**src/rtl/ahb_lite_pkg.sv**
```systemverilog
// Shared AHB-lite encodings and data-phase state type for the AHB-to-SRAM bridge.
// Includes the address-phase legality check used when a transfer is accepted.
package ahb_lite_pkg;

    localparam logic [1:0] HTRANS_IDLE   = 2'b00;
    localparam logic [1:0] HTRANS_BUSY   = 2'b01;
    localparam logic [1:0] HTRANS_NONSEQ = 2'b10;
    localparam logic [1:0] HTRANS_SEQ    = 2'b11;

    localparam logic [2:0] HSIZE_BYTE = 3'd0;
    localparam logic [2:0] HSIZE_HALF = 3'd1;
    localparam logic [2:0] HSIZE_WORD = 3'd2;

    typedef enum logic [2:0] {
        DP_IDLE,
        DP_READ,
        DP_WRITE,
        DP_STALL,
        DP_ERR1,
        DP_ERR2
    } dp_state_t;

    // Unsupported sizes and misaligned half/word accesses are answered with ERROR.
    function automatic logic xfer_error(input logic [2:0] size, input logic [1:0] lsb);
        logic err;
        err = 1'b0;
        if (size > HSIZE_WORD) begin
            err = 1'b1;
        end else if (size == HSIZE_HALF && lsb[0]) begin
            err = 1'b1;
        end else if (size == HSIZE_WORD && lsb != 2'b00) begin
            err = 1'b1;
        end
        return err;
    endfunction

endpackage

```
**src/rtl/ahb_byte_lane_merge.sv**
```systemverilog
// Little-endian byte-lane merge: replaces the lanes addressed by a byte or
// halfword transfer inside the old SRAM word; a word transfer takes the new word.
module ahb_byte_lane_merge
    import ahb_lite_pkg::*;
(
    input  logic [31:0] old_word,
    input  logic [31:0] new_word,
    input  logic [1:0]  addr,
    input  logic [2:0]  size,
    output logic [31:0] merged
);

    logic [3:0] lane_en;

    always_comb begin
        lane_en = 4'b0000;
        case (size)
            HSIZE_BYTE: lane_en = 4'b0001 << addr;
            HSIZE_HALF: lane_en = addr[1] ? 4'b1100 : 4'b0011;
            default:    lane_en = 4'b1111;
        endcase
    end

    genvar gi;
    generate
        for (gi = 0; gi < 4; gi++) begin : g_lane
            assign merged[8*gi +: 8] = lane_en[gi] ? new_word[8*gi +: 8] : old_word[8*gi +: 8];
        end
    endgenerate

endmodule

```
**src/rtl/ahb_sram_bridge.sv**
```systemverilog
// AHB-lite slave driving a single-port synchronous SRAM (registered read address).
// Sub-word writes are read-merge-write; a read or sub-word write following a write costs one wait.
module ahb_sram_bridge
    import ahb_lite_pkg::*;
#(
    parameter int ADDR_W = 10
) (
    input  logic              clk,
    input  logic              rst,
    input  logic              HSEL,
    input  logic [31:0]       HADDR,
    input  logic [1:0]        HTRANS,
    input  logic              HWRITE,
    input  logic [2:0]        HSIZE,
    input  logic              HREADY,
    input  logic [31:0]       HWDATA,
    output logic [31:0]       HRDATA,
    output logic              HREADYOUT,
    output logic              HRESP,
    output logic [ADDR_W-1:0] sram_addr,
    output logic [31:0]       sram_data,
    output logic              sram_wren,
    input  logic [31:0]       sram_q
);

    dp_state_t         state_reg, state_next;
    logic [ADDR_W+1:0] aph_addr_reg, aph_addr_next;
    logic              aph_write_reg, aph_write_next;
    logic [2:0]        aph_size_reg, aph_size_next;

    logic accept;
    logic addr_err;
    logic use_aph_addr;
    logic write_phase;
    logic unused_bits;

    assign accept      = HSEL & HREADY & HTRANS[1];
    assign addr_err    = xfer_error(HSIZE, HADDR[1:0]);
    assign unused_bits = ^{HADDR[31:ADDR_W+2], HTRANS[0]};

    always_ff @(posedge clk) begin
        if (rst) begin
            state_reg     <= DP_IDLE;
            aph_addr_reg  <= '0;
            aph_write_reg <= 1'b0;
            aph_size_reg  <= 3'd0;
        end else begin
            state_reg     <= state_next;
            aph_addr_reg  <= aph_addr_next;
            aph_write_reg <= aph_write_next;
            aph_size_reg  <= aph_size_next;
        end
    end

    always_comb begin
        state_next     = state_reg;
        aph_addr_next  = aph_addr_reg;
        aph_write_next = aph_write_reg;
        aph_size_next  = aph_size_reg;
        HREADYOUT      = 1'b1;
        HRESP          = 1'b0;
        use_aph_addr   = 1'b0;
        write_phase    = 1'b0;

        case (state_reg)
            DP_WRITE: begin
                use_aph_addr = 1'b1;
                write_phase  = 1'b1;
            end
            DP_STALL: begin
                use_aph_addr = 1'b1;
                HREADYOUT    = 1'b0;
            end
            DP_ERR1: begin
                HREADYOUT = 1'b0;
                HRESP     = 1'b1;
            end
            DP_ERR2: begin
                HRESP = 1'b1;
            end
            default: ;
        endcase

        if (state_reg == DP_STALL) begin
            state_next = aph_write_reg ? DP_WRITE : DP_READ;
        end else if (state_reg == DP_ERR1) begin
            state_next = DP_ERR2;
        end else if (accept) begin
            aph_addr_next  = HADDR[ADDR_W+1:0];
            aph_write_next = HWRITE;
            aph_size_next  = HSIZE;
            if (addr_err) begin
                state_next = DP_ERR1;
            end else if (state_reg == DP_WRITE && (!HWRITE || HSIZE != HSIZE_WORD)) begin
                // The SRAM port is busy with the write, so the new address is presented next cycle.
                state_next = DP_STALL;
            end else if (HWRITE) begin
                state_next = DP_WRITE;
            end else begin
                state_next = DP_READ;
            end
        end else begin
            state_next = DP_IDLE;
        end
    end

    assign sram_addr = use_aph_addr ? aph_addr_reg[ADDR_W+1:2] : HADDR[ADDR_W+1:2];
    // A reset arriving during a write data phase must not disturb memory.
    assign sram_wren = write_phase & ~rst;
    assign HRDATA    = sram_q;

    ahb_byte_lane_merge u_merge (
        .old_word (sram_q),
        .new_word (HWDATA),
        .addr     (aph_addr_reg[1:0]),
        .size     (aph_size_reg),
        .merged   (sram_data)
    );

endmodule
```
**config.mk**
```make
export PLATFORM = sky130hd
export DESIGN_NAME = ahb_sram_bridge
export DESIGN_NICKNAME = d
export VERILOG_FILES = /design/src/rtl/ahb_lite_pkg.sv /design/src/rtl/ahb_byte_lane_merge.sv /design/src/rtl/ahb_sram_bridge.sv
export SDC_FILE = /design/constraint.sdc
export NUM_CORES = 1
export LEC_CHECK = 0
export ABC_AREA = 1
export CORE_MARGIN = 5
export CORE_UTILIZATION = 32
export CTS_CLUSTER_SIZE = 8
export DETAILED_ROUTE_END_ITERATION = 10
export PLACE_DENSITY = 0.88
export SYNTH_ARGS = -nofsm -noshare
export SYNTH_HDL_FRONTEND = slang
export SYNTH_HIERARCHICAL = 1
export SYNTH_SLANG_ARGS = --single-unit
```
**constraint.sdc**
```tcl
create_clock -name clk -period 2.1 [get_ports clk]
set_input_delay 0.42 -clock clk [delete_from_list [all_inputs] [get_ports clk]]
set_output_delay 0.42 -clock clk [all_outputs]
set_load 0.01 [all_outputs]
```
# Word level (Yosys, flattened, before mapping)
# Index checks and enable logic that the tools add are counted.
# totals
register_bits	19
output_inout_bits	77
elab_cells	52
# classes
n_lt_le_gt_ge	1
n_eq_ne	8
shifts	1
n_mux	21
n_bitwise	6
reduce_logical	11
# ops
cell	n
$mux W8	4
$mux W3	4
$mux W10	1
$eq A3 B2 Y1 const B	3
$pmux W4 S2	1
$mux W1	7
$eq A3 B1 Y1 const B	2
$eq A3 B3 Y1 const B	2
$mux W2	3
$reduce_or A2 Y1	3
$mux W4	1
$shl A1 B2 Y4 const A	1
$and A1 B1 Y1	3
$gt A3 B2 Y1 const B	1
$logic_and A1 B1 Y1	3
$logic_not A3 Y1	1
$ne A3 B2 Y1 const B	1
$not A1 Y1	3
$reduce_and A3 Y1	1
$reduce_bool A2 Y1	1
$logic_not A1 Y1	1
$logic_or A1 B1 Y1	1

# Logic depth before layout (Yosys ltp)
# Gate-level depths: netlist (run 1).
# logic_depth
word_depth	9
depth_mapped	8
depth_no_buf	7

# By module
# The synthesis (run 1) kept the hierarchy.
# by_module_without_submodules
module	n_inst	cells_per_inst	area_per_inst_um2	seq_area_each_um2
ahb_sram_bridge	1	149	1151.1	380.4
ahb_byte_lane_merge	1	122	621.8	0.0

# Worst setup path before layout (run 1)
# No wires, ideal clock.
# synth_timing
path_type	register to output
from	register aph_size_reg[1]
to	output port sram_data[20]
arrival_time_ns	1.105
setup_slack_ns	0.575
path_stages_with_launch	7
path_cell_list	dfxtp_1 nor2_1 buf_4 nand3_4 buf_6 nand4_1 nand2_1
# synth_between
elab_chain_len	3
elab_cells_between_ends	4
classes_between	eq/ne (1); mux (2); reduce/logical (1)
# synth_rtl
element	line	text
from (decl)	ahb_sram_bridge.sv:29	logic [2:0] aph_size_reg, aph_size_next;
from (signal assigned)	ahb_sram_bridge.sv:51	aph_size_reg <= aph_size_next;
$eq A3 B1 Y1 / $logic_not A3 Y1 (equally long branches)	ahb_byte_lane_merge.sv:17	case (size)
$pmux W4 S2 *	ahb_byte_lane_merge.sv:17	
$mux W8 *	ahb_byte_lane_merge.sv:27	assign merged[8*gi +: 8] = lane_en[gi] ? new_word[8*gi +: 8] : old_word[8*gi +: 8];
to (decl)	ahb_sram_bridge.sv:21	output logic [31:0] sram_data,
# Mark *: on every way between the ends. The rest lies on a longest branch, timed or not.

# Worst setup path after layout (run 1)
# layout_timing
from	register aph_size_reg[1]
to	output port sram_data[24]
# Same word-level chain as after synthesis.

==> reports/qor.yml, run 1 <==
status: "completed"
arrival_ps: 1640
cts-buffers-inserted: 3
cp-end-kind: "primary output"
top_layer: "met4"
power_mw: 1.40
required_ps: 1680
num_vias: 2362
hold_class: "reg -> reg"
wl_mm: 7.08
whs_endpoint: "state_reg[2]$_SDFF_PP0_"
synth-main-ff-cell: "dfxtp_1"
clk_pin_slew_ps: 70
synthTopCellsByArea: "dfxtp_1, nand2_1, buf_4"
rrSetupSlack_ps: 660
min_path_cells: 2
fin_tns_setup_ps: 0
fin_skew_ps: 4.26
yosysTopAreaCell: "dfxtp_1"
avgRoutedWirePerCell_um: 14.7
path_class: "reg -> out"
multi_input_area_mm2: 0.00107
grt_pass1_vias: 2292
fp-row-count: 27
met1Wirelength_mm: 2.57
synthCells: 271
initial_utilization_pct: 32.6
drtIter0Drc: 62
syn_to_final_growth_pct: 90.6
numClockSinks: 19
ys_ff_latch: 19
yosys.cell_count.top_type: "nand2_1"
antenna_cells: 0
die_h_um: 84.4
drive_gt1_share_pct: 14.6
grt_pass1_wl_mm: 11.1
dr.pass1.iters: 4
synth_nets: 377
ios: 183
die_area_mm2: 0.00713
ys_types: 20
stdcell_count: 483
portBuffers: 161
slew_headroom_pct: 70.5
core_mm2: 0.00544
dp.cells: 475
dp_hpwl_mm: 5.85
largest_register_ffs: 12
yosysWarnings: 6
maxSlewViolCount: 0
yosys.area.top_type_share_pct: 21.5
rr_startpoint: "state_reg[2]$_SDFF_PP0_"
dr_wl_met2_mm: 3.72
grt_usage_pct: 18.6
synthArstFlopShare_pct: 0
globalplace.congestion: 0.944
cts_tree: "done"
finalNetCount: 518
vdd_drop_max_mv: 0.408
root_buffer: "clkbuf_8"
timing.fmax_mhz: 485
worstReg2RegEnd: "aph_addr_reg[6]$_SDFFE_PP0P_"
hold_ws_ps: 512
period_needed_ps: 2060
antenna_found_initial: 0
ys_seq_area_share_pct: 21.5
clk_latency_ps: 260
grt_max_degree: 19
clock_path_buffers: 2
rr_worst_depth: 7
hold_viol: 0
pwr_density_cell_mw_per_mm2: 413
finalCritPeriodShare_pct: 98.2
wl_met3_um: 591
regArea_um2: 388
fillCellCount: 503
start_kind: "flip-flop"
avgViaCountPerCell: 4.89
hp-start: "state_reg[2]$_SDFF_PP0_"
path_max_fanout: 6
rsz0062_at_grt: "true"
cap_violations: 0
ant_nets: 0
drc: 0
synth_area_per_cell_um2: 6.54
worst_slew_pin_slew_ps: 442
overflow: 0
p_leak_nw: 1.57
synth_common_cells: "nand2_1, buf_4, nand4_1, nor2_1, dfxtp_1"
fp.dieW_um: 84.4
synth_edf_count: 0
htreeDepth: 1
setup_violations: 0
syn-cell-area_mm2: 0.00177
## per-layer routing
metal | vias to the layer above | GRT usage [%]
li1 | 1167 | -
met5 | - | 0
met3 | 16 | 4.22
met1 | 1068 | 19.4
met4 | 0 | 7.63
met2 | 111 | 35.4
## where the power goes
| group | total, mW | leakage, nW | switching [mW] | internal (mW) |
|---|---|---|---|---|
| Clock | 0.255 | 0.0255 | 0.123 | 0.132 |
| Combinational | 0.749 | 1.39 | 0.336 | 0.413 |
| Sequential | 0.392 | 0.157 | 0.0146 | 0.378 |
## area by class of cell
cell class	instances	share of cell area [%]
Timing Repair Buffer	177	51.2
Multi-Input combinational cell	196	31.6
Clock buffer	3	1.22
Tap cell	72	2.67
Inverter	15	1.67
Sequential cell	19	11.5
Clock inverter	1	0.148
## cell usage in the layout, fill, tap and decap left out
cell / count
nor2_4: 3
clkbuf_8: 3
buf_4: 10
a21oi_1: 7
dlygate4sd2_1: 30
dfxtp_4: 1
o21ai_1: 3
buf_12: 3
nand3_4: 3
inv_2: 2
dlymetal6s2s_1: 2
clkdlybuf4s50_1: 124
nand2_4: 2
dfxtp_1: 15
buf_6: 1
buf_8: 2
inv_1: 13
mux2_2: 10
clkbuf_2: 5
nand2_1: 73
clkinv_2: 1
nor2_1: 32
nand2_2: 2
dfxtp_2: 3
nand3_1: 4
nand4_1: 33
a21oi_2: 1
o21ai_0: 15
nand3_2: 8
## stage by stage
stage               utilization [%]  worst slack (ps)  area (µm²)
finish                         62.1              37.0        3380
global route                   62.1             -16.0        3380
global placement               60.6              13.6        3300
floorplan                         -               575        1770
CTS                            62.0              9.08        3370
detailed placement             60.6              4.88        3300
## cell families after synthesis
family / after synthesis / synth area share (%)
compound gates: 26 / 7.55
mux: 10 / 6.35
flops: 19 / 21.5
simple gates: 159 / 43.6
buf+inv: 57 / 21.0
## worst max-delay path by stage
stage                     slack, ps             to  cells after the start                          from
after floorplan                 580  sram_data[20]                      6  aph_size_reg[1]$_SDFFE_PP0P_
after global placement           10  sram_data[20]                      4                    sram_q[20]
after detailed placement          5  sram_data[18]                      7  aph_size_reg[1]$_SDFFE_PP0P_
after CTS                         9  sram_data[27]                      8  aph_size_reg[1]$_SDFFE_PP0P_
after global routing            -20  sram_data[23]                      7  aph_size_reg[1]$_SDFFE_PP0P_
final                            40  sram_data[24]                      8  aph_size_reg[1]$_SDFFE_PP0P_
## critical path, cell delays in order, from the launching register on
cell           delay, ps
dfxtp_2              350
nor2_4               130
buf_6                150
buf_12               130
nand3_4               80
buf_4                170
nand2_1               50
nand2_1               40
dlygate4sd2_1        270
## timing repair
action                     CTS  global route
hold buffers                 0             0
setup buffers                1             2
gates resized for setup     51            14
setup endpoints to repair   42            14
gates cloned                 1             0
pin swaps                    1             1
No activity file was read; power rests on OpenSTA's default activity.
==> run 2, diff against run 1 <==
--- a/config.mk
+++ b/config.mk
@@ -5,12 +5,11 @@
 export SDC_FILE = /design/constraint.sdc
 export NUM_CORES = 1
 export LEC_CHECK = 0
-export ABC_AREA = 1
 export CORE_MARGIN = 5
-export CORE_UTILIZATION = 32
+export CORE_UTILIZATION = 28
 export CTS_CLUSTER_SIZE = 8
 export DETAILED_ROUTE_END_ITERATION = 10
-export PLACE_DENSITY = 0.88
+export PLACE_DENSITY = 0.82
 export SYNTH_ARGS = -nofsm -noshare
 export SYNTH_HDL_FRONTEND = slang
 export SYNTH_HIERARCHICAL = 1
==> constraint.sdc (replaced) <==
create_clock -name clk -period 2 [get_ports clk]
set_input_delay 0.4 -clock clk [delete_from_list [all_inputs] [get_ports clk]]
set_output_delay 0.4 -clock clk [all_outputs]
set_load 0.01 [all_outputs]
==> run 2 against run 1 <==
The run now ends with setup timing left. Sequential cell count did not move. Die area rose by 5.1%. Sequential power rose by 2%. Worst setup slack got worse by 91 ps. Highest routed layer unchanged.
==> reports/qor.yml, run 2 <==
status: "finished, violations left"
failed_checks: "setup timing"
intPower_mw: 1.01  # +9.7%
arrival_ps: 1650  # about the same
numClockSinks: 19  # unchanged
cp_slowest_cell: "dfxtp_4"
required_ps: 1600  # -80 ps
clk_latency_ps: 260  # about the same
rsz0062_at_grt: "true"
dp.cells: 372  # -22%
overflow: 0  # unchanged
globalplace.congestion: 0.834  # -12%
antenna_cells: 0  # unchanged
fillCellCount: 471  # -6.4%
finalCritPeriodShare_pct: 103
num_vias: 1788  # -24%
synthArstFlopShare_pct: 0  # unchanged
synthTopCellsByArea: "mux2_2, dfxtp_1, buf_4"
synth-main-ff-cell: "dfxtp_1"
ys_seq_area_share_pct: 23.2  # +1.7 points
ant_nets: 0  # unchanged
dp_hpwl_mm: 5.25  # -10%
synthCells: 164  # -39%
start_kind: "flip-flop"
hold_class: "reg -> reg"
finalNetCount: 431  # -17%
place_area_mm2: 0.00322  # -2.4%
fp.dieW_um: 86.6  # +2.5%
maxSlewViolCount: 0  # unchanged
clk_pin_slew_ps: 70  # about the same
final_cell_mix: "clkdlybuf4s50_1, buf_6, mux2_2, mux2_4, nor2_1"
drive_gt1_share_pct: 39.5  # +25 points
htreeDepth: 1  # unchanged
synth_common_cells: "mux2_2, buf_4, nor2_1, dfxtp_1, mux2i_1"
antenna_found_initial: 0  # unchanged
worst_slack_ps: -54.4  # -91.4 ps
cp-end-kind: "primary output"
critPathBufInv: 3  # -1
pwr_density_cell_mw_per_mm2: 404  # -2.1%
p_leak_nw: 1.46  # -6.8%
yosysWarnings: 6  # unchanged
cap_violations: 0  # unchanged
grt_pass1_wl_mm: 9.53  # -14%
worst_slew_pin_slew_ps: 450  # +8.48 ps
power_frac_seq_pct: 28.5  # +0.4 points
largest_register_ffs: 12  # unchanged
crit_family: "buffers and inverters"
synth_area_per_cell_um2: 10.0  # +53%
avgViaCountPerCell: 4.52  # -7.7%
grt_max_degree: 20  # +1
p_sw_mw: 0.391  # -17%
yosys.cell_count.top_type: "mux2_2"
final_common_cell: "clkdlybuf4s50_1"
critPathMaxStageDelay_ps: 370  # +20 ps
syn_to_final_growth_pct: 111
power_mw: 1.40  # +0.50%
ios: 183  # unchanged
syn-cell-area_mm2: 0.00164  # -7.4%
setup_violations: 6  # +6
path_max_fanout: 8  # +2
fin_skew_ps: 7.02  # +2.77 ps
avgRoutedWirePerCell_um: 16.7  # +14%
clock_path_buffers: 2  # unchanged
wl_mm: 6.61  # -6.6%
cts-buffers-inserted: 3  # unchanged
fp-row-count: 27  # unchanged
ys_ff_latch: 19  # unchanged
path_class: "reg -> out"
drc: 0  # unchanged
stdcell_count: 396  # -18%
grt_usage_pct: 15.6  # -3.0 points
die_h_um: 86.6  # +2.5%
grt_pass1_vias: 1832  # -20%
synth_nets: 270  # -28%
dr.pass1.iters: 4  # unchanged
drtIter0Drc: 19  # -69%
yosys.area.top_type_share_pct: 23.3  # +1.9 points
slew_headroom_pct: 69.2  # -1.3 points
p_clk_share_pct: 19.2  # +0.9 points
vdd_drop_max_mv: 0.381  # -6.7%
ys_types: 34  # +70%
ctsHoldBuffers: 0  # unchanged
synth_edf_count: 0  # unchanged
hold_ws_ps: 493  # -19.1 ps
cts_tree: "done"
period_needed_ps: 2050
die_area_mm2: 0.00749  # +5.1%
core_mm2: 0.00561  # +3.1%
yosysTopAreaCell: "mux2_2"
sw_frac_of_total_pct: 27.9  # -6.0 points
initial_utilization_pct: 29.3  # -3.3 points
final_cell_area_mm2: 0.00347  # +2.7%
timing.fmax_mhz: 487
p_comb_share_pct: 52.3  # -1.3 points
hold_viol: 0  # unchanged
portBuffers: 161  # unchanged
critical_path.cell_chain: "nor2b_4 -> o21a_1 -> buf_12 -> buf_4 -> mux2_4 -> buf_2"
root_buffer: "clkbuf_8"
==> run 2: final timing paths <==
kind                                              startpoint                           end  slack [ps]  depth (start not counted)
worst max-delay path            aph_size_reg[0]$_SDFFE_PP0P_                 sram_data[17]         -50                          6
worst min-delay path            aph_addr_reg[6]$_SDFFE_PP0P_  aph_addr_reg[6]$_SDFFE_PP0P_         490                          2
worst max register to register       state_reg[2]$_SDFF_PP0_  aph_addr_reg[0]$_SDFFE_PP0P_         410                          6
worst min register to register  aph_addr_reg[6]$_SDFFE_PP0P_  aph_addr_reg[6]$_SDFFE_PP0P_         490                          2
==> run 2: power by group through the flow <==
stage / Sequential, mW / Clock, mW / Combinational [mW]
after floorplan: 0.407 / 0 / 0.281
after global placement: 0.408 / 0 / 0.673
after detailed placement: 0.408 / 0 / 0.684
after CTS: 0.400 / 0.275 / 0.690
after global routing: 0.401 / 0.288 / 0.778
final: 0.400 / 0.269 / 0.734
==> run 2: layout make-up <==
| cell class | instances | area (µm²) | area share, % |
|---|---|---|---|
| clock buffers | 3 | 41.3 | 1.19 |
| clock inverters | 1 | 7.51 | 0.216 |
| inverters | 3 | 11.3 | 0.325 |
| multi-input cells | 104 | 1040 | 29.9 |
| flip-flops and latches | 19 | 392 | 11.3 |
| well taps | 72 | 90.1 | 2.60 |
| repair buffers | 194 | 1890 | 54.5 |
==> run 2: worst reg2reg max path: stages (launching register included) <==
cell and delay, ps:
dfxtp_1 320, buf_4 140, and3b_1 220, a211oi_4 280, buf_4 230, mux2i_1 230
nor2_1 50
==> run 2: logic make-up after synthesis <==
| group | count (synthesis) | share of synthesized area, % |
|---|---|---|
| muxes | 58 | 40.4 |
| buffers and inverters | 41 | 18.7 |
| and+or+nand+nor | 32 | 9.53 |
| DFF | 19 | 23.2 |
| AOI/OAI and AO/OA | 14 | 8.23 |
==> run 2: metal layers <==
layer  track usage (%)  vias to the layer above  share of wire, %
met2              31.5                       92                55
li1                  -                      867                 -
met5                 0                        -                 0
met4              1.27                        0               1.5
met3              4.28                       10               9.4
met1              16.3                      819                34
==> run 2: timing repair <==
action | 4_1_cts | 5_1_grt
resized for setup | 124 | 65
setup buffers | 17 | 8
pin swaps | 4 | 4
gates cloned | 0 | 0
endpoints found under the hold margin | 0 | 0
setup endpoints to repair | 44 | 31
==> run 2: per-stage QoR <==
stage	TNS (ps)	worst slack [ps]	utilization [%]
floorplan	0	459	-
global placement	-722	-83.8	57.3
detailed placement	-1240	-119	57.3
CTS	-691	-109	60.3
global route	-754	-113	61.9
finish	-175	-54.4	61.9
==> run 3, diff against run 2 <==
--- a/config.mk
+++ b/config.mk
@@ -9,7 +9,9 @@
 export CORE_UTILIZATION = 28
 export CTS_CLUSTER_SIZE = 8
 export DETAILED_ROUTE_END_ITERATION = 10
+export GPL_ROUTABILITY_DRIVEN = 0
 export PLACE_DENSITY = 0.82
+export SETUP_SLACK_MARGIN = 0.3
 export SYNTH_ARGS = -nofsm -noshare
 export SYNTH_HDL_FRONTEND = slang
 export SYNTH_HIERARCHICAL = 1
==> run 3 against run 2 <==
The flow now finishes without violations. Clock power decreased by 1%. Hold slack improved by 6.5 ps. Power is 1.8% higher. Worst setup slack improved by 94 ps. Sequential cell count unchanged. Count of clock-buffer cells in the layout unchanged. Final cell count fell by 0.25%. Fmax is 4.8% higher. First-iteration DRC count shrank 16%. Critical path type unchanged.
==> reports/qor.yml, run 3 (synthesis gave the netlist of run 2 again) <==
timing.fmax_mhz: 510  # +4.8%
period_needed_ps: 1960  # -93.9 ps
power_mw: 1.43  # +1.8%
drtIter0Drc: 16  # -3
ios: 183  # unchanged
maxSlewViolCount: 0  # unchanged
htreeDepth: 1  # unchanged
clk_pin_slew_ps: 80  # about the same
clock_path_buffers: 2  # unchanged
cts-buffers-inserted: 3  # unchanged
finalCritPeriodShare_pct: 98.0  # -4.7 points
fp-row-count: 27  # unchanged
grt_pass1_wl_mm: 9.57  # +0.44%
ant_nets: 0  # unchanged
num_vias: 1783  # -0.28%
core_mm2: 0.00561  # unchanged
portBuffers: 161  # unchanged
cp-end-kind: "primary output"
die_h_um: 86.6  # unchanged
crit_family: "flip-flops"
fp.dieW_um: 86.6  # unchanged
rrSetupSlack_ps: 490  # +80 ps
slew_headroom_pct: 68.7  # -0.49 points
root_buffer: "clkbuf_8"
fin_skew_ps: 8.29  # +1.27 ps
drc: 0  # unchanged
die_area_mm2: 0.00749  # unchanged
wl_met3_um: 580  # -6.8%
numClockSinks: 19  # unchanged
dr.pass1.iters: 4  # unchanged
p_leak_nw: 1.69  # +16%
syn_to_final_growth_pct: 125
antenna_found_initial: 0  # unchanged
hold_class: "reg -> reg"
grt_max_degree: 20  # unchanged
regArea_um2: 397  # +1.3%
final_cell_mix: "clkdlybuf4s50_1, buf_6, mux2_4"
clk_latency_ps: 250  # about the same
critPathMaxStageDelay_ps: 340  # -30 ps
fillCellCount: 444  # -5.7%
antenna_cells: 0  # unchanged
top_layer: "met4"
setup_violations: 0  # -6
worst_slew_pin_slew_ps: 458  # +7.20 ps
dp.cells: 372  # unchanged
start_kind: "flip-flop"
path_max_fanout: 6  # -2
hold_viol: 0  # unchanged
cp_slowest_cell: "dfxtp_2"
final_cell_area_mm2: 0.00370  # +6.7%
overflow: 0  # unchanged
path_class: "reg -> out"
place_area_mm2: 0.00322  # unchanged
pwr_density_cell_mw_per_mm2: 386  # -4.5%
finalNetCount: 430  # -0.23%
vdd_drop_max_mv: 0.434  # +14%
drive_gt1_share_pct: 45.2  # +5.7 points
critical_path.cell_chain: "nor2b_4 -> o21ai_4 -> buf_4 -> mux2_4 -> buf_6"
grt_pass1_vias: 1858  # +1.4%
largest_register_ffs: 12  # unchanged
avgViaCountPerCell: 4.51  # about the same
status: "completed"
grt_usage_pct: 15.7  # +0.082 points
met1Wirelength_mm: 2.40  # +5.5%
cts_tree: "done"
final_common_cell: "clkdlybuf4s50_1"
final_util_pct: 66.0  # +4.1 points
critPathBufInv: 2  # -1
cap_violations: 0  # unchanged
required_ps: 1600  # about the same
stdcell_count: 395  # -0.25%
rsz0062_at_grt: "true"
dp_hpwl_mm: 5.25  # unchanged
avgRoutedWirePerCell_um: 16.9  # +1.0%
dr_wl_met2_mm: 3.60  # -0.30%
arrival_ps: 1560  # -90 ps
wl_mm: 6.67  # +0.77%
multi_input_area_mm2: 0.00115  # +10%
initial_utilization_pct: 29.3  # unchanged
==> run 3: metrics by stage <==
| stage | hold slack [ps] | setup slack, ps | TNS, ps |
|---|---|---|---|
| global placement | 470 | -83.8 | -722 |
| global route | 545 | -4.72 | -8.78 |
| detailed placement | 480 | -119 | -1240 |
| floorplan | 456 | 459 | 0 |
| CTS | 504 | 31.1 | 0 |
| finish | 499 | 39.5 | 0 |
==> run 3: worst paths after layout <==
check / from / to / cells past startpoint
worst max-delay path: aph_addr_reg[0]$_SDFFE_PP0P_ / sram_data[1] / 5
worst min-delay path: aph_addr_reg[6]$_SDFFE_PP0P_ / aph_addr_reg[6]$_SDFFE_PP0P_ / 2
worst max register to register: state_reg[2]$_SDFF_PP0_ / aph_addr_reg[1]$_SDFFE_PP0P_ / 6
worst min register to register: aph_addr_reg[6]$_SDFFE_PP0P_ / aph_addr_reg[6]$_SDFFE_PP0P_ / 2
==> run 3: tightest hold or removal path, stage by stage, from the launching register on <==
cell,delay [ps]
dfxtp_1,330
mux2i_1,60
nor2_1,70
==> run 3: what timing repair did <==
action / in CTS / in global routing
pin swaps: 4 / 5
resized for setup: 276 / 53
buffers inserted: 14 / 4
endpoints found under the setup margin: 77 / 55
hold buffers: 0 / 0
gates cloned: 1 / 0
==> run 3: report_power, final <==
part           internal (mW)  switching, mW
Combinational          0.502          0.262
Sequential             0.389         0.0110
Clock                  0.140          0.125
Total                   1.03          0.398
==> run 3: cell type report <==
| type | count | share of cell area (%) |
|---|---|---|
| clock buffer | 3 | 1.12 |
| clock inverter | 1 | 0.203 |
| inverter | 3 | 0.304 |
| multi-input combinational | 104 | 31.0 |
| sequential | 19 | 10.7 |
| tap | 72 | 2.43 |
| timing repair buffer | 193 | 54.2 |
==> run 3: metal layers <==
metal / up-vias / global-route usage [%]
met3: 10 / 3.90
li1: 863 / -
met1: 812 / 17.0
met2: 98 / 30.9
met5: - / 0
met4: 0 / 1.98
